==> src/rtl/mul_pkg.sv <==
// -----------------------------------------------------------------------------
// mul_pkg
//   Shared definitions for the repeated-addition multiplier front end:
//   feeder FSM state encodings and the default operand width.
// -----------------------------------------------------------------------------
package mul_pkg;

  // Default operand width, also the width of the shared data_in bus.
  localparam int DEF_WIDTH = 16;

  // Feeder controller states (3-bit encoding).
  typedef enum logic [2:0] {
    S_IDLE    = 3'd0,
    S_START   = 3'd1,
    S_FEED_B  = 3'd2,
    S_WAIT    = 3'd3,
    S_RECOVER = 3'd4
  } state_t;

endpackage : mul_pkg

==> src/rtl/mul_feed_fifo.sv <==
// -----------------------------------------------------------------------------
// mul_feed_fifo
//   Synchronous show-ahead FIFO of {a,b} operand pairs. Full/empty are decoded
//   from a registered occupancy count, so a pop never frees space for a push
//   in the same cycle.
// Ports
//   clk    in   clock, rising edge
//   rst    in   synchronous active-high reset (empties the FIFO)
//   push   in   write wdata (ignored when full)
//   wdata  in   {a,b} pair, 2*WIDTH bits
//   pop    in   discard the head entry (ignored when empty)
//   head   out  current head entry, valid while empty==0
//   full   out  count == DEPTH
//   empty  out  count == 0
// -----------------------------------------------------------------------------
module mul_feed_fifo #(
  parameter int WIDTH = 16,
  parameter int DEPTH = 2
) (
  input  logic               clk,
  input  logic               rst,
  input  logic               push,
  input  logic [2*WIDTH-1:0] wdata,
  input  logic               pop,
  output logic [2*WIDTH-1:0] head,
  output logic               full,
  output logic               empty
);

  localparam int AW   = (DEPTH > 1) ? $clog2(DEPTH) : 1;
  localparam int CNTW = AW + 1;

  logic [2*WIDTH-1:0] mem [DEPTH];
  logic [AW-1:0]      wr_ptr;
  logic [AW-1:0]      rd_ptr;
  logic [CNTW-1:0]    count;
  logic               do_push;
  logic               do_pop;

  assign full    = (count == CNTW'(DEPTH));
  assign empty   = (count == {CNTW{1'b0}});
  assign do_push = push && !full;
  assign do_pop  = pop && !empty;
  assign head    = mem[rd_ptr];

  // Pointer and occupancy bookkeeping.
  always_ff @(posedge clk) begin
    if (rst) begin
      wr_ptr <= {AW{1'b0}};
      rd_ptr <= {AW{1'b0}};
      count  <= {CNTW{1'b0}};
    end else begin
      if (do_push) begin
        wr_ptr <= wr_ptr + AW'(1);
      end
      if (do_pop) begin
        rd_ptr <= rd_ptr + AW'(1);
      end
      case ({do_push, do_pop})
        2'b10:   count <= count + CNTW'(1);
        2'b01:   count <= count - CNTW'(1);
        default: count <= count;
      endcase
    end
  end

  // Entry storage; contents are don't-care until written.
  always_ff @(posedge clk) begin
    if (do_push) begin
      mem[wr_ptr] <= wdata;
    end
  end

endmodule : mul_feed_fifo

==> src/rtl/mul_operand_feeder.sv <==
// -----------------------------------------------------------------------------
// mul_operand_feeder
//   Front end of the repeated-addition multiplier. Buffers operand pairs,
//   launches one multiply at a time on the shared data_in bus (A while the
//   core loads A, B while it loads B), waits for done, then re-arms the core
//   with a one-cycle core_rst pulse. Pairs with a zero operand are dropped
//   and flagged on zero_skip. A stuck launch is aborted after TIMEOUT cycles
//   in START or FEED_B and flagged on err.
// Ports
//   clk, rst           clock / synchronous active-high reset
//   in_valid, in_ready operand pair handshake (in_ready = FIFO not full)
//   in_a, in_b         multiplicand / multiplier
//   data_in            shared operand bus to the datapath
//   start              launch request (high in START)
//   core_rst           core re-arm pulse, also high while rst is high
//   ld_a, ld_b, done   core status inputs
//   busy               multiply in flight (state != IDLE)
//   zero_skip, err     one-cycle event pulses
// -----------------------------------------------------------------------------
module mul_operand_feeder
  import mul_pkg::*;
#(
  parameter int WIDTH   = DEF_WIDTH,
  parameter int DEPTH   = 2,
  parameter int TIMEOUT = 64
) (
  input  logic             clk,
  input  logic             rst,
  input  logic             in_valid,
  output logic             in_ready,
  input  logic [WIDTH-1:0] in_a,
  input  logic [WIDTH-1:0] in_b,
  output logic [WIDTH-1:0] data_in,
  output logic             start,
  output logic             core_rst,
  input  logic             ld_a,
  input  logic             ld_b,
  input  logic             done,
  output logic             busy,
  output logic             zero_skip,
  output logic             err
);

  localparam int            CW   = $clog2(TIMEOUT + 1);
  // Counter value in the TIMEOUT-th cycle of a state (counter starts at 0).
  localparam logic [CW-1:0] LAST = CW'(TIMEOUT - 1);

  state_t             state;
  logic [CW-1:0]      cnt;
  logic [WIDTH-1:0]   hold_b;
  logic [2*WIDTH-1:0] head;
  logic [WIDTH-1:0]   head_a;
  logic [WIDTH-1:0]   head_b;
  logic               full;
  logic               empty;
  logic               push;
  logic               pop;
  logic               head_zero;
  logic               timed_out;

  assign head_a    = head[2*WIDTH-1:WIDTH];
  assign head_b    = head[WIDTH-1:0];
  assign head_zero = (head_a == {WIDTH{1'b0}}) || (head_b == {WIDTH{1'b0}});
  assign timed_out = (cnt == LAST);
  assign push      = in_valid && !full;
  assign in_ready  = !full;

  mul_feed_fifo #(
    .WIDTH (WIDTH),
    .DEPTH (DEPTH)
  ) u_fifo (
    .clk   (clk),
    .rst   (rst),
    .push  (push),
    .wdata ({in_a, in_b}),
    .pop   (pop),
    .head  (head),
    .full  (full),
    .empty (empty)
  );

  // Head is consumed on a zero-operand drop, on ld_b, or on a timeout abort.
  // In START, ld_a wins over a coincident timeout and the pair is kept.
  always_comb begin
    pop = 1'b0;
    case (state)
      S_IDLE: begin
        if (!empty && head_zero) pop = 1'b1;
        else                     pop = 1'b0;
      end
      S_START: begin
        if (!ld_a && timed_out) pop = 1'b1;
        else                    pop = 1'b0;
      end
      S_FEED_B: begin
        if (ld_b || timed_out) pop = 1'b1;
        else                   pop = 1'b0;
      end
      default: pop = 1'b0;
    endcase
  end

  // Operand bus mux: B is taken from the hold register once its entry is popped.
  always_comb begin
    data_in = {WIDTH{1'b0}};
    case (state)
      S_START:  data_in = head_a;
      S_FEED_B: data_in = head_b;
      S_WAIT:   data_in = hold_b;
      default:  data_in = {WIDTH{1'b0}};
    endcase
  end

  assign start    = (state == S_START);
  assign busy     = (state != S_IDLE);
  assign core_rst = rst || (state == S_RECOVER);

  // Launch FSM with per-state cycle counter, B hold register and event pulses.
  always_ff @(posedge clk) begin
    if (rst) begin
      state     <= S_IDLE;
      cnt       <= {CW{1'b0}};
      hold_b    <= {WIDTH{1'b0}};
      zero_skip <= 1'b0;
      err       <= 1'b0;
    end else begin
      zero_skip <= 1'b0;
      err       <= 1'b0;
      case (state)
        S_IDLE: begin
          cnt <= {CW{1'b0}};
          if (!empty) begin
            if (head_zero) begin
              zero_skip <= 1'b1;
            end else begin
              state <= S_START;
            end
          end
        end
        S_START: begin
          if (ld_a) begin
            state <= S_FEED_B;
            cnt   <= {CW{1'b0}};
          end else if (timed_out) begin
            err   <= 1'b1;
            state <= S_RECOVER;
            cnt   <= {CW{1'b0}};
          end else begin
            cnt <= cnt + CW'(1);
          end
        end
        S_FEED_B: begin
          if (ld_b) begin
            hold_b <= head_b;
            state  <= S_WAIT;
            cnt    <= {CW{1'b0}};
          end else if (timed_out) begin
            err   <= 1'b1;
            state <= S_RECOVER;
            cnt   <= {CW{1'b0}};
          end else begin
            cnt <= cnt + CW'(1);
          end
        end
        S_WAIT: begin
          cnt <= {CW{1'b0}};
          if (done) begin
            state <= S_RECOVER;
          end
        end
        S_RECOVER: begin
          cnt   <= {CW{1'b0}};
          state <= S_IDLE;
        end
        default: begin
          cnt   <= {CW{1'b0}};
          state <= S_IDLE;
        end
      endcase
    end
  end

endmodule : mul_operand_feeder

==> config.mk <==
export PLATFORM = sky130hd
export DESIGN_NAME = mul_operand_feeder
export DESIGN_NICKNAME = d
export VERILOG_FILES = /design/src/rtl/mul_pkg.sv /design/src/rtl/mul_feed_fifo.sv /design/src/rtl/mul_operand_feeder.sv
export SDC_FILE = /design/constraint.sdc
export NUM_CORES = 1
export LEC_CHECK = 0
export BUFFER_PORTS_ARGS = -buffer_cell sky130_fd_sc_hd__buf_2
export CAP_MARGIN = 40
export CORE_AREA = 3 3 100 102
export DETAILED_ROUTE_END_ITERATION = 10
export DIE_AREA = 0 0 103 105
export GPL_TIMING_DRIVEN = 1
export PLACE_DENSITY = 0.64
export SYNTH_ARGS = -nofsm -noshare
export SYNTH_HDL_FRONTEND = slang
export SYNTH_SLANG_ARGS = --single-unit
==> constraint.sdc <==
create_clock -name clk -period 3 [get_ports clk]
set_input_delay 0.6 -clock clk [delete_from_list [all_inputs] [get_ports clk]]
set_output_delay 0.6 -clock clk [all_outputs]
set_load 0.01 [all_outputs]
==> flow_summary.json <==
{
  "nFillCells": 847,
  "cp_max_fo": 16,
  "cts_tree": "done",
  "tightest_slew_ps": 545,
  "critical-path-max-stage-delay_ps": 530,
  "cts.clk_slew.worst_paths_ps": 100,
  "num_antenna_cells": 0,
  "swShare_pct": 28.3,
  "synth_edf_count": 64,
  "rsz0062_at_grt": "false",
  "drtIter0Drc": 139,
  "gp_congestion": 0.834,
  "timing.hold.ws_ps": 404,
  "ys_seq_area_share_pct": 62.5,
  "start_kind": "register",
  "endpoint_kind": "output port",
  "final_nets": 460,
  "tns_ps": 0,
  "grt_overflow": 0,
  "avgSynthCellArea_um2": 11.4,
  "start_util_pct": 45.0,
  "yosysWarnings": 0,
  "synth_cell_type_count": 39,
  "period_minus_slack_ps": 2710,
  "final-setup-viol-count": 0,
  "crit_path_cell_trace": "buf_4 > mux2i_1 > o21ai_0 > a21oi_1 > nor2_1 > buf_2",
  "status": "finished, final reports clean",
  "viasPerCell": 5.33,
  "clock.fmax_ghz": 0.369,
  "rr_worst_depth": 9,
  "htreeDepth": 3,
  "synthCells": 364,
  "root_buffer": "clkbuf_8",
  "vdd_drop_max_v": 0.000407,
  "crit_cells": 6,
  "intPower_w": 0.00210,
  "dieArea_um2": 10800,
  "final_layout_size_suffix_gt1_share_pct": 20.9,
  "finalWirelength_mm": 8.50,
  "min_path_type": "in -> reg",
  "crit_required_ps": 2400,
  "core_area_um2": 9200,
  "synth_seq_cells": 97,
  "r2r-end": "u_fifo.count[1]",
  "critPathSlowestCell": "dfxtp_2",
  "crit_family": "flip-flops",
  "syn_nets": 404,
  "drc": 0,
  "worst_ep_arrival_time_ps": 2110,
  "cts_buffers": 9,
  "relSlewSlack_pct": 63.6,
  "fin_worst_skew_ps": 10.6,
  "hpwlAfterDp_mm": 6.26,
  "worst-path-buf-inv": 2,
  "wl_per_cell_um": 15.9,
  "endpoint": "data_in[14]",
  "postRouteAntennaNets": 0,
  "fp.dieW_um": 103,
  "period_share_pct": 90.2,
  "cts_resized": 0,
  "combPwrFrac_pct": 14.9,
  "drtPass1Iterations": 4,
  "clkPwrFrac_pct": 30.5,
  "vias": 2857,
  "track_usage_pct": 16.8,
  "grt_pass1_vias": 2863,
  "io_pins": 60,
  "rows": 35,
  "final-max-slew-violation-count": 0,
  "powerDensity_nw_per_um2": 615,
  "syn_area_um2": 4130,
  "hold_buffers": 0,
  "hold_viol": 0,
  "ff_latch_area_um2": 2580,
  "cts_buffer_depth": 2,
  "grt_start_max_net_pins": 36,
  "hold-path-cell-count": 1,
  "io_buffers": 59,
  "p_seq_share_pct": 54.6,
  "die_y_um": 105,
  "power.switching_w": 0.000828,
  "async_flop_share_pct": 0,
  "drv_cap": 0,
  "cts_setup_buffers": 0,
  "antenna_found_initial": 0,
  "multiInputGateArea_um2": 1460,
  "reg2reg_setup_slack_ps": 450,
  "area_delta_synth_final_pct": 15.0,
  "grt_pass1_wl_mm": 13.9,
  "crit_type": "reg -> out",
  "ys.flop_type": "edfxtp_1",
  "power_leakage_nw": 1.66,
  "clock_latency_ps": 370,
  "cts_sinks": 97
}
worst min path at each step:
stage,end,slack [ps],startpoint
after floorplan,cnt[0],420,cnt[0]
after CTS,u_fifo.mem[1][21],390,in_a[5]
after global routing,u_fifo.mem[1][21],370,in_a[5]
final,u_fifo.mem[1][28],400,in_a[12]
after global placement,cnt[0],430,cnt[0]
after detailed placement,cnt[0],440,cnt[0]
layer usage:
metal  routed length [um]  vias up  part of all wire, %  GRT usage (%)
met4                  105        0                  1.2           4.90
met3                  371        8                  4.4           5.01
met1                 3730     1352                   44           21.1
met5                    0        -                    0              0
met2                 4300       55                   51           27.8
li1                     -     1442                    -              -
cells in the final DEF, fill, tap and decap left out, drive strengths merged, types with 7 or more instances in the layout:
cell type and instances:
dfxtp 33, nor4 7, buf 67, nor3 10
a211oi 17, clkbuf 9, o21ai 21, mux2i 32
a21oi 21, edfxtp 64, nand2 20, nor2 71
logic make-up after synthesis:
group | share of synthesized area, %
AND/OR/NAND/NOR | 14.4
buffers and inverters | 2.36
XOR/XNOR | 1.48
AO/OA/AOI/OAI | 10.4
multiplexers | 8.29
adder cells (fa/ha/maj) | 0.605
flip-flops | 62.5
cell usage after synthesis (3+ instances only):
cell type | count | area (um2)
xor2_1 | 3 | 26.3
dfxtp_1 | 33 | 661
mux2i_1 | 32 | 320
edfxtp_1 | 64 | 1920
buf_2 | 6 | 30.0
a21oi_1 | 19 | 95.1
nor2_1 | 71 | 267
o21ai_0 | 20 | 100
nand4_1 | 4 | 25.0
nor3_1 | 10 | 50.1
clkbuf_1 | 16 | 60.1
nand3_1 | 3 | 15.0
nand2b_1 | 3 | 18.8
xnor2_1 | 4 | 35.0
nand2_1 | 20 | 75.1
a211oi_1 | 17 | 128
nor4_1 | 7 | 43.8
and3_1 | 3 | 18.8
per-stage QoR:
stage          utilization, %  std cells  total power, W  area (um2)  setup slack, ps
5_1_grt                  51.7        536         0.00309        4760             97.4
4_1_cts                  51.7        536         0.00295        4760              253
6_report                 51.7        536         0.00293        4760              293
2_1_floorplan               -        364         0.00189        4130              529
3_5_place_dp             49.4        520         0.00207        4550              430
3_3_place_gp             49.4        520         0.00206        4550              515
area by class of cell:
type / count / share of cell area (%)
Multi-Input combinational cell: 243 / 30.7
Tap cell: 111 / 2.92
Inverter: 2 / 0.158
Clock buffer: 9 / 2.60
Timing Repair Buffer: 67 / 7.47
Clock inverter: 7 / 1.79
Sequential cell: 97 / 54.3
power groups by stage:
| stage | clock, W | combinational (W) | sequential (W) |
|---|---|---|---|
| 6_report | 0.000893 | 0.000436 | 0.00160 |
| 4_1_cts | 0.000914 | 0.000442 | 0.00160 |
| 3_5_place_dp | 0 | 0.000440 | 0.00163 |
| 3_3_place_gp | 0 | 0.000436 | 0.00162 |
| 2_1_floorplan | 0 | 0.000295 | 0.00160 |
| 5_1_grt | 0.000991 | 0.000490 | 0.00161 |
registers in the layout, indices dropped and copies added, names as in the netlist, named ones only:
name,count
err,1
u_fifo.wr_ptr,1
u_fifo.rd_ptr,1
state,3
hold_b,16
cnt,7
zero_skip,1
u_fifo.mem,64
u_fifo.count,2
worst reg2reg max path: cells and delay by family, from the launching register on:
kind	cells	cell delay, ps
AND/OR/NAND/NOR	3	820
AO/OA/AOI/OAI	4	700
flip-flops	1	430
adder cells (fa/ha/maj)	1	280
buffers and inverters	1	250
Note: power is estimated with default switching activity, not from simulation.
